===== config.mk =====
export PLATFORM = sky130hd
export DESIGN_NAME = sim_monitor
export DESIGN_NICKNAME = d
export VERILOG_FILES = /design/src/rtl/sim_monitor.sv
export SDC_FILE = /design/constraint.sdc
export NUM_CORES = 1
export LEC_CHECK = 0
export CORE_MARGIN = 1
export CORE_UTILIZATION = 46
export DETAILED_ROUTE_END_ITERATION = 8
export PLACE_DENSITY = 0.88
export SLEW_MARGIN = 20
export SYNTH_ARGS = -nofsm -noshare
export SYNTH_HDL_FRONTEND = slang
export SYNTH_SLANG_ARGS = --single-unit

===== constraint.sdc =====
create_clock -name clk -period 3.35 [get_ports clk]
set_clock_uncertainty 0.15 [all_clocks]
set_input_delay 0.335 -clock clk [delete_from_list [all_inputs] [get_ports clk]]
set_output_delay 0.335 -clock clk [all_outputs]
set_load 0.01 [all_outputs]

===== src/rtl/sim_monitor.sv =====
// rtl/sim_monitor.sv - simulation exit/console monitor snooping a write bus
//
// Purpose:
//   Holds the SoC in reset for RST_HOLD cycles, then counts run cycles
//   and watches the bus for an exit-mailbox write (tohost) or a timeout.
//   Once either happens the result flags freeze until rst_n is asserted.
//   Optional console: define SIM_CONSOLE_EN to strobe bytes written to
//   CONSOLE_ADDR out on cons_vld/cons_char.
//
// Ports:
//   clk, rst_n           clock (rising edge), synchronous active-low reset
//   bus_vld/rdy/wr       snooped handshake; a write transfer is all three high
//   bus_addr, bus_wdata  snooped address and write data
//   soc_rst_n            stretched active-low reset to the SoC
//   cons_vld, cons_char  one-cycle console byte strobe and byte
//   done, pass, timeout  sticky completion flags
//   exit_code            bus_wdata[DATA_W-1:1] of the exit write
//   cycle_cnt            number of RUN cycles seen

module sim_monitor #(
  parameter int                ADDR_W         = 32,
  parameter int                DATA_W         = 32,
  parameter logic [ADDR_W-1:0] TOHOST_ADDR    = 32'h8000_1000,
  parameter logic [ADDR_W-1:0] CONSOLE_ADDR   = 32'h8000_2000,
  parameter longint unsigned   TIMEOUT_CYCLES = 1_000_000,
  parameter int                RST_HOLD       = 16
) (
  input  logic              clk,
  input  logic              rst_n,
  input  logic              bus_vld,
  input  logic              bus_rdy,
  input  logic              bus_wr,
  input  logic [ADDR_W-1:0] bus_addr,
  input  logic [DATA_W-1:0] bus_wdata,
  output logic              soc_rst_n,
  output logic              cons_vld,
  output logic [7:0]        cons_char,
  output logic              done,
  output logic              pass,
  output logic              timeout,
  output logic [DATA_W-2:0] exit_code,
  output logic [63:0]       cycle_cnt
);

  localparam int                HOLD_W    = (RST_HOLD > 1) ? $clog2(RST_HOLD) : 1;
  localparam logic [HOLD_W-1:0] HOLD_LAST = HOLD_W'(RST_HOLD - 1);
  localparam logic [63:0]       TO_LAST   = 64'(TIMEOUT_CYCLES - 64'd1);
  localparam bit                TO_EN     = (TIMEOUT_CYCLES != 64'd0);

  typedef enum logic [1:0] {
    S_HOLD = 2'd0,
    S_RUN  = 2'd1,
    S_DONE = 2'd2
  } state_t;

  state_t            state;
  state_t            state_nxt;
  logic [HOLD_W-1:0] hold_cnt;

  logic xfer;
  logic exit_hit;
  logic to_hit;

  assign xfer     = bus_vld & bus_rdy & bus_wr;
  assign exit_hit = xfer && (bus_addr == TOHOST_ADDR) && bus_wdata[0];
  // Only meaningful in RUN; the FSM and datapath qualify it with state.
  assign to_hit   = TO_EN && (cycle_cnt == TO_LAST);

  // Decoded from the state register, so it changes only on clock edges.
  assign soc_rst_n = (state != S_HOLD);

  always_ff @(posedge clk) begin
    if (!rst_n) begin
      state <= S_HOLD;
    end else begin
      state <= state_nxt;
    end
  end

  always_comb begin
    state_nxt = state;
    case (state)
      S_HOLD: if (hold_cnt == HOLD_LAST) state_nxt = S_RUN;
      S_RUN:  if (exit_hit || to_hit) state_nxt = S_DONE;
      S_DONE: state_nxt = S_DONE;
      default: state_nxt = S_HOLD;
    endcase
  end

  always_ff @(posedge clk) begin
    if (!rst_n) begin
      hold_cnt  <= '0;
      done      <= 1'b0;
      pass      <= 1'b0;
      timeout   <= 1'b0;
      exit_code <= '0;
      cycle_cnt <= '0;
    end else begin
      case (state)
        S_HOLD: hold_cnt <= hold_cnt + HOLD_W'(1);
        S_RUN: begin
          // The cycle that ends RUN still counts as a RUN cycle.
          cycle_cnt <= cycle_cnt + 64'd1;
          // Exit write takes priority over a coincident timeout.
          if (exit_hit) begin
            done      <= 1'b1;
            pass      <= (bus_wdata == DATA_W'(1));
            timeout   <= 1'b0;
            exit_code <= bus_wdata[DATA_W-1:1];
          end else if (to_hit) begin
            done      <= 1'b1;
            pass      <= 1'b0;
            timeout   <= 1'b1;
            exit_code <= '0;
          end
        end
        default: ;
      endcase
    end
  end

`ifdef SIM_CONSOLE_EN
  logic cons_hit;
  assign cons_hit = (state == S_RUN) && xfer && (bus_addr == CONSOLE_ADDR);

  always_ff @(posedge clk) begin
    if (!rst_n) begin
      cons_vld  <= 1'b0;
      cons_char <= 8'h00;
    end else begin
      cons_vld <= cons_hit;
      if (cons_hit) cons_char <= bus_wdata[7:0];
    end
  end
`else
  logic unused_console;
  assign unused_console = ^CONSOLE_ADDR;
  assign cons_vld  = 1'b0;
  assign cons_char = 8'h00;
`endif

endmodule


; Word level (Yosys, flattened, before mapping)
; Index checks and enable logic that the tools add are counted.
[word_totals]
regBits = 104
latchBits = 0
ram_bits = 0
mem_bits_ro = 0
input_bits = 69
output_inout_bits = 108
word_cells = 37
n_memories = 0
[op_classes]
add_sub_neg = 2
mul = 0
div = 0
n_lt_le_gt_ge = 0
eq_ne = 8
n_shift = 0
mux = 10
bitwise_logic = 2
reduce_logical = 8
[op_table]
columns = operator, n
row1 = adder 64 x 1 -> 64 bit (second input constant), 1
row2 = equality test 64 x 20 -> 1 bit (second input constant), 1
row3 = 2-to-1 mux 31 bit, 2
row4 = equality test 32 x 1 -> 1 bit (second input constant), 1
row5 = equality test 32 bit (second input constant), 1
row6 = case mux 2 bit (3 select lines), 1
row7 = 2-to-1 mux 1 bit, 5
row8 = adder 4 x 1 -> 4 bit (second input constant), 1
row9 = equality test 4 bit (second input constant), 1
row10 = 2-to-1 mux 2 bit, 2
row11 = inequality test 2 bit (second input constant), 2
row12 = AND reduction 2 bit, 2
row13 = nonzero test 2 bit, 2
row14 = bitwise AND 1 bit, 2
row15 = equality test 2 x 1 -> 1 bit (second input constant), 1
row16 = equality test 2 bit (second input constant), 1
row17 = logical AND 1 bit, 2
row18 = logical NOT 2 bit, 1
row19 = logical OR 1 bit, 1

; Longest topological paths before layout
[logic_depth]
depth_word = 7
depth_mapped = 9

; Worst setup path after synthesis
; No wires, ideal clock.
[synth_path]
path_kind = register to register
startpoint = register state[1]
endpoint = register cycle_cnt[53]
arrival_ns = 2.119
setup_slack_ns = 1.011
stages_incl_launch_ff = 10
n_path_buf = 2
cell_sequence = dfxtp_1 inv_1 ha_1 buf_2 nand4_1 or2_2 clkbuf_1 nor4b_4 or3b_1 a21oi_1
[synth_via]
elab_chain_cells = 1
[synth_lines]
columns = item, line
row1 = start: declaration, 56  ; state_t state;
row2 = start signal: assignment, 76  ; state <= state_nxt;
row3 = equality test 2 x 1 -> 1 bit, 99  ; case (state)
row4 = end signal: assignment, 103  ; cycle_cnt <= cycle_cnt + 64'd1;
row5 = end: declaration, 42  ; output logic [63:0] cycle_cnt
; Every way passes these cells.
; A chain may end at the register's enable or synchronous reset.

; Worst setup path in the final report
[layout_path]
startpoint = register state[0]
endpoint = register cycle_cnt[48]
; Same word-level chain as after synthesis.

==> impl_metrics.sql <==
INSERT INTO impl_metrics (metric_group, metric, value, unit) VALUES
('layout', 'antenna_cells_inserted', '0', ''),
('power', 'fin_total_pwr', '2250', 'uW'),
('die', 'dieWidth', '108', 'um'),
('worst_setup_path', 'reg2reg_slack', '0.42', 'ns'),
('sta', 'worstMarginPinSlew', '1.06', 'ns'),
('synth', 'syn_avg_cell_area', '8.17', 'um^2'),
('power', 'vdd_ir_drop_max', '228', 'uV'),
('die', 'core-area', '0.0109', 'mm^2'),
('worst_setup_path', 'startpoint_class_of_the_critical_path', 'flop', ''),
('die', 'num_io_pins', '177', ''),
('die', 'initial_core_util', '0.473', ''),
('die', 'fp-row-count', '38', ''),
('grt', 'grt_max_degree', '83', ''),
('sta', 'timing_hold_violations_final', '0', ''),
('worst_setup_path', 'worst-path-max-fanout', '15', ''),
('cts', 'cts.clk_slew.worst_paths', '0.10', 'ns'),
('worst_setup_path', 'worst_r2r_startpoint', 'state[0]', ''),
('synth', 'yosysTopAreaCellShare', '0.404', ''),
('sta', 'setup_viol', '0', ''),
('grt', 'grt_pass1_vias', '5325', ''),
('synth', 'netlist_area', '0.00515', 'mm^2'),
('power', 'power_leakage', '0.00225', 'uW'),
('cts', 'cts-root-buf', 'sky130_fd_sc_hd__clkbuf_8', ''),
('layout', 'filler_cell_count', '898', ''),
('cts', 'cts.sinks', '104', ''),
('layout', 'final_cell_count_no_fill', '926', ''),
('run_status', 'result_of_the_run', 'finished, final reports clean', ''),
('synth', 'ys_top_cells_by_count', '104 x sky130_fd_sc_hd__dfxtp_1, 64 x sky130_fd_sc_hd__nand2_1, 54 x sky130_fd_sc_hd__nand3_1, 52 x sky130_fd_sc_hd__nor2_1, 46 x sky130_fd_sc_hd__nor4_1', ''),
('sta', 'timing.max_slew.rel_slack', '0.292', ''),
('worst_setup_path', 'timing.critical_path.max_delay_family', 'simple AND/OR/NAND/NOR gates', ''),
('worst_setup_path', 'crit_arrival', '3.07', 'ns'),
('worst_setup_path', 'critPathKind', 'reg2reg', ''),
('sta', 'setup_repair_after_global_routing_missed_its_margin', 'no', ''),
('cts', 'cts_post_setup_buffers_inserted', '0', ''),
('routing', 'routed-via-count', '5683', ''),
('cts', 'clkLatencyLatePin', '0.37', 'ns'),
('die', 'die_y', '108', 'um'),
('grt', 'globalRouteOverflowTotal', '0', ''),
('synth', 'syn-instance-count', '630', ''),
('synth', 'syn_warnings', '0', ''),
('worst_setup_path', 'critical_path.slowest_cell', 'sky130_fd_sc_hd__or4_1', ''),
('synth', 'synth_sequential_area_ratio', '0.404', ''),
('layout', 'fin_nets', '854', ''),
('cts', 'cts_hold_repair.buffers', '0', ''),
('placement', 'numPlacedInstances', '910', ''),
('cts', 'cts.htree.levels', '3', ''),
('sta', 'final.period_utilization', '0.875', ''),
('cts', 'clock_tree.buffer_depth', '2', ''),
('synth', 'post_synth_num_cell_types', '47', ''),
('worst_setup_path', 'critical_path.cell_chain', 'ha_1, nand3_1, nor3_2, nand3_1, or4_1, a21oi_1', ''),
('worst_hold_path', 'hold_path.class', 'reg2reg', ''),
('worst_setup_path', 'timing.critical_path.to', 'cycle_cnt[48]', ''),
('synth', 'synth_enable_flop_cells', '0', ''),
('layout', 'area_growth_syn_to_layout', '37.1', '%'),
('cts', 'tritoncts', 'done', ''),
('synth', 'most_common_cell_in_the_netlist', 'sky130_fd_sc_hd__dfxtp_1', ''),
('synth', 'yosys.area.top_type', 'sky130_fd_sc_hd__dfxtp_1', ''),
('layout', 'final_layout_size_suffix_gt1_frac', '0.0433', ''),
('worst_setup_path', 'timing.critical_path.to_type', 'flop', ''),
('routing', 'routed_wirelength', '16500', 'um'),
('worst_setup_path', 'cp_common_cell', 'sky130_fd_sc_hd__nand3_1', ''),
('placement', 'gpl.final_weighted_congestion', '0.925', ''),
('placement', 'placement.cell_area', '0.00688', 'mm^2'),
('placement', 'buffer_ports.inserted', '167', ''),
('placement', 'place.detailed.hpwl', '12400', 'um'),
('worst_setup_path', 'path_buf_inv', '0', ''),
('sta', 'setup_total_negative_slack', '0', 'ns'),
('power', 'power_density', '318', 'mW/mm^2'),
('layout', 'postLayoutCellArea', '0.00706', 'mm^2'),
('job', 'maxCapViolCount', '0', ''),
('grt', 'global_route_wire_length_before_repair', '25800', 'um');
through the flow:
step	util	worst slack [ns]	hold slack (ns)
after floorplan	-	1.01	0.285
after global placement	0.632	0.678	0.293
after detailed placement	0.632	0.455	0.303
after CTS	0.648	0.437	0.317
after global routing	0.648	0.211	0.334
final	0.648	0.420	0.315
area by class of cell:
| class | instances | share of cell area |
|---|---|---|
| clock buffers | 14 | 0.0230 |
| repair buffers | 175 | 0.245 |
| clock inverters | 2 | 0.00195 |
| flip-flops and latches | 104 | 0.295 |
| well taps | 140 | 0.0248 |
| multi-input cells | 478 | 0.404 |
| inverters | 13 | 0.00691 |
how the worst min path moves through the flow:
stage               slack, ns     startpoint  cells past startpoint            end
floorplan                0.28       state[1]                      2       state[1]
global placement         0.29  exit_code[11]                      2  exit_code[11]
detailed placement       0.30  exit_code[16]                      2  exit_code[16]
CTS                      0.32  exit_code[16]                      2  exit_code[16]
global route             0.33  exit_code[23]                      2  exit_code[23]
finish                   0.32  exit_code[16]                      2  exit_code[16]
power by group:
part           internal [uW]  switching, uW  leakage [uW]  total, uW
combinational            129            112       0.00132        241
clock                    313            416     0.0000907        729
sequential              1260           20.2      0.000838       1280
flip-flops by register name, summed over array words and instances, names as in the netlist:
register,flops
done,1
exit_code,31
state,2
pass,1
cycle_cnt,64
hold_cnt,4
timeout,1
cell usage in the layout (no fill, tap or decap), types with 8 or more instances in the layout:
cell type / instances
sky130_fd_sc_hd__inv_1: 12
sky130_fd_sc_hd__conb_1: 9
sky130_fd_sc_hd__nand2_1: 64
sky130_fd_sc_hd__nor4b_1: 13
sky130_fd_sc_hd__clkdlybuf4s50_1: 166
sky130_fd_sc_hd__o31ai_1: 12
sky130_fd_sc_hd__dfxtp_1: 104
sky130_fd_sc_hd__buf_4: 8
sky130_fd_sc_hd__nand4_1: 38
sky130_fd_sc_hd__and4_1: 8
sky130_fd_sc_hd__a21oi_1: 21
sky130_fd_sc_hd__nor4_1: 45
sky130_fd_sc_hd__nand3_1: 54
sky130_fd_sc_hd__nor3_1: 12
sky130_fd_sc_hd__o21ai_0: 40
sky130_fd_sc_hd__clkbuf_8: 11
sky130_fd_sc_hd__nor2_1: 52
sky130_fd_sc_hd__xor2_1: 14
sky130_fd_sc_hd__or4_1: 17
sky130_fd_sc_hd__xnor2_1: 23
cells by family after synthesis:
logic type	Yosys count	synth area share
buffers and inverters	56	0.0501
adders and majority gates	4	0.00972
xor gates and xnor gates	37	0.0630
DFF	104	0.404
and+or+nand+nor	336	0.365
muxes	6	0.0117
AOI/OAI and AO/OA	86	0.0958
other	1	0.000729
layer usage:
metal / GRT usage / routed length [um] / vias up
met1: 0.317 / 6220 / 2650
met5: 0 / 0 / -
met2: 0.505 / 8200 / 336
met3: 0.0630 / 1410 / 69
met4: 0.146 / 722 / 0
li1: - / - / 2628
worst min-delay path, stage by stage (launching register included):
cell and delay (ns):
sky130_fd_sc_hd__dfxtp_1 0.32, sky130_fd_sc_hd__nand2_1 0.05, sky130_fd_sc_hd__o21ai_0 0.06
(Power assumes the default switching activity.)
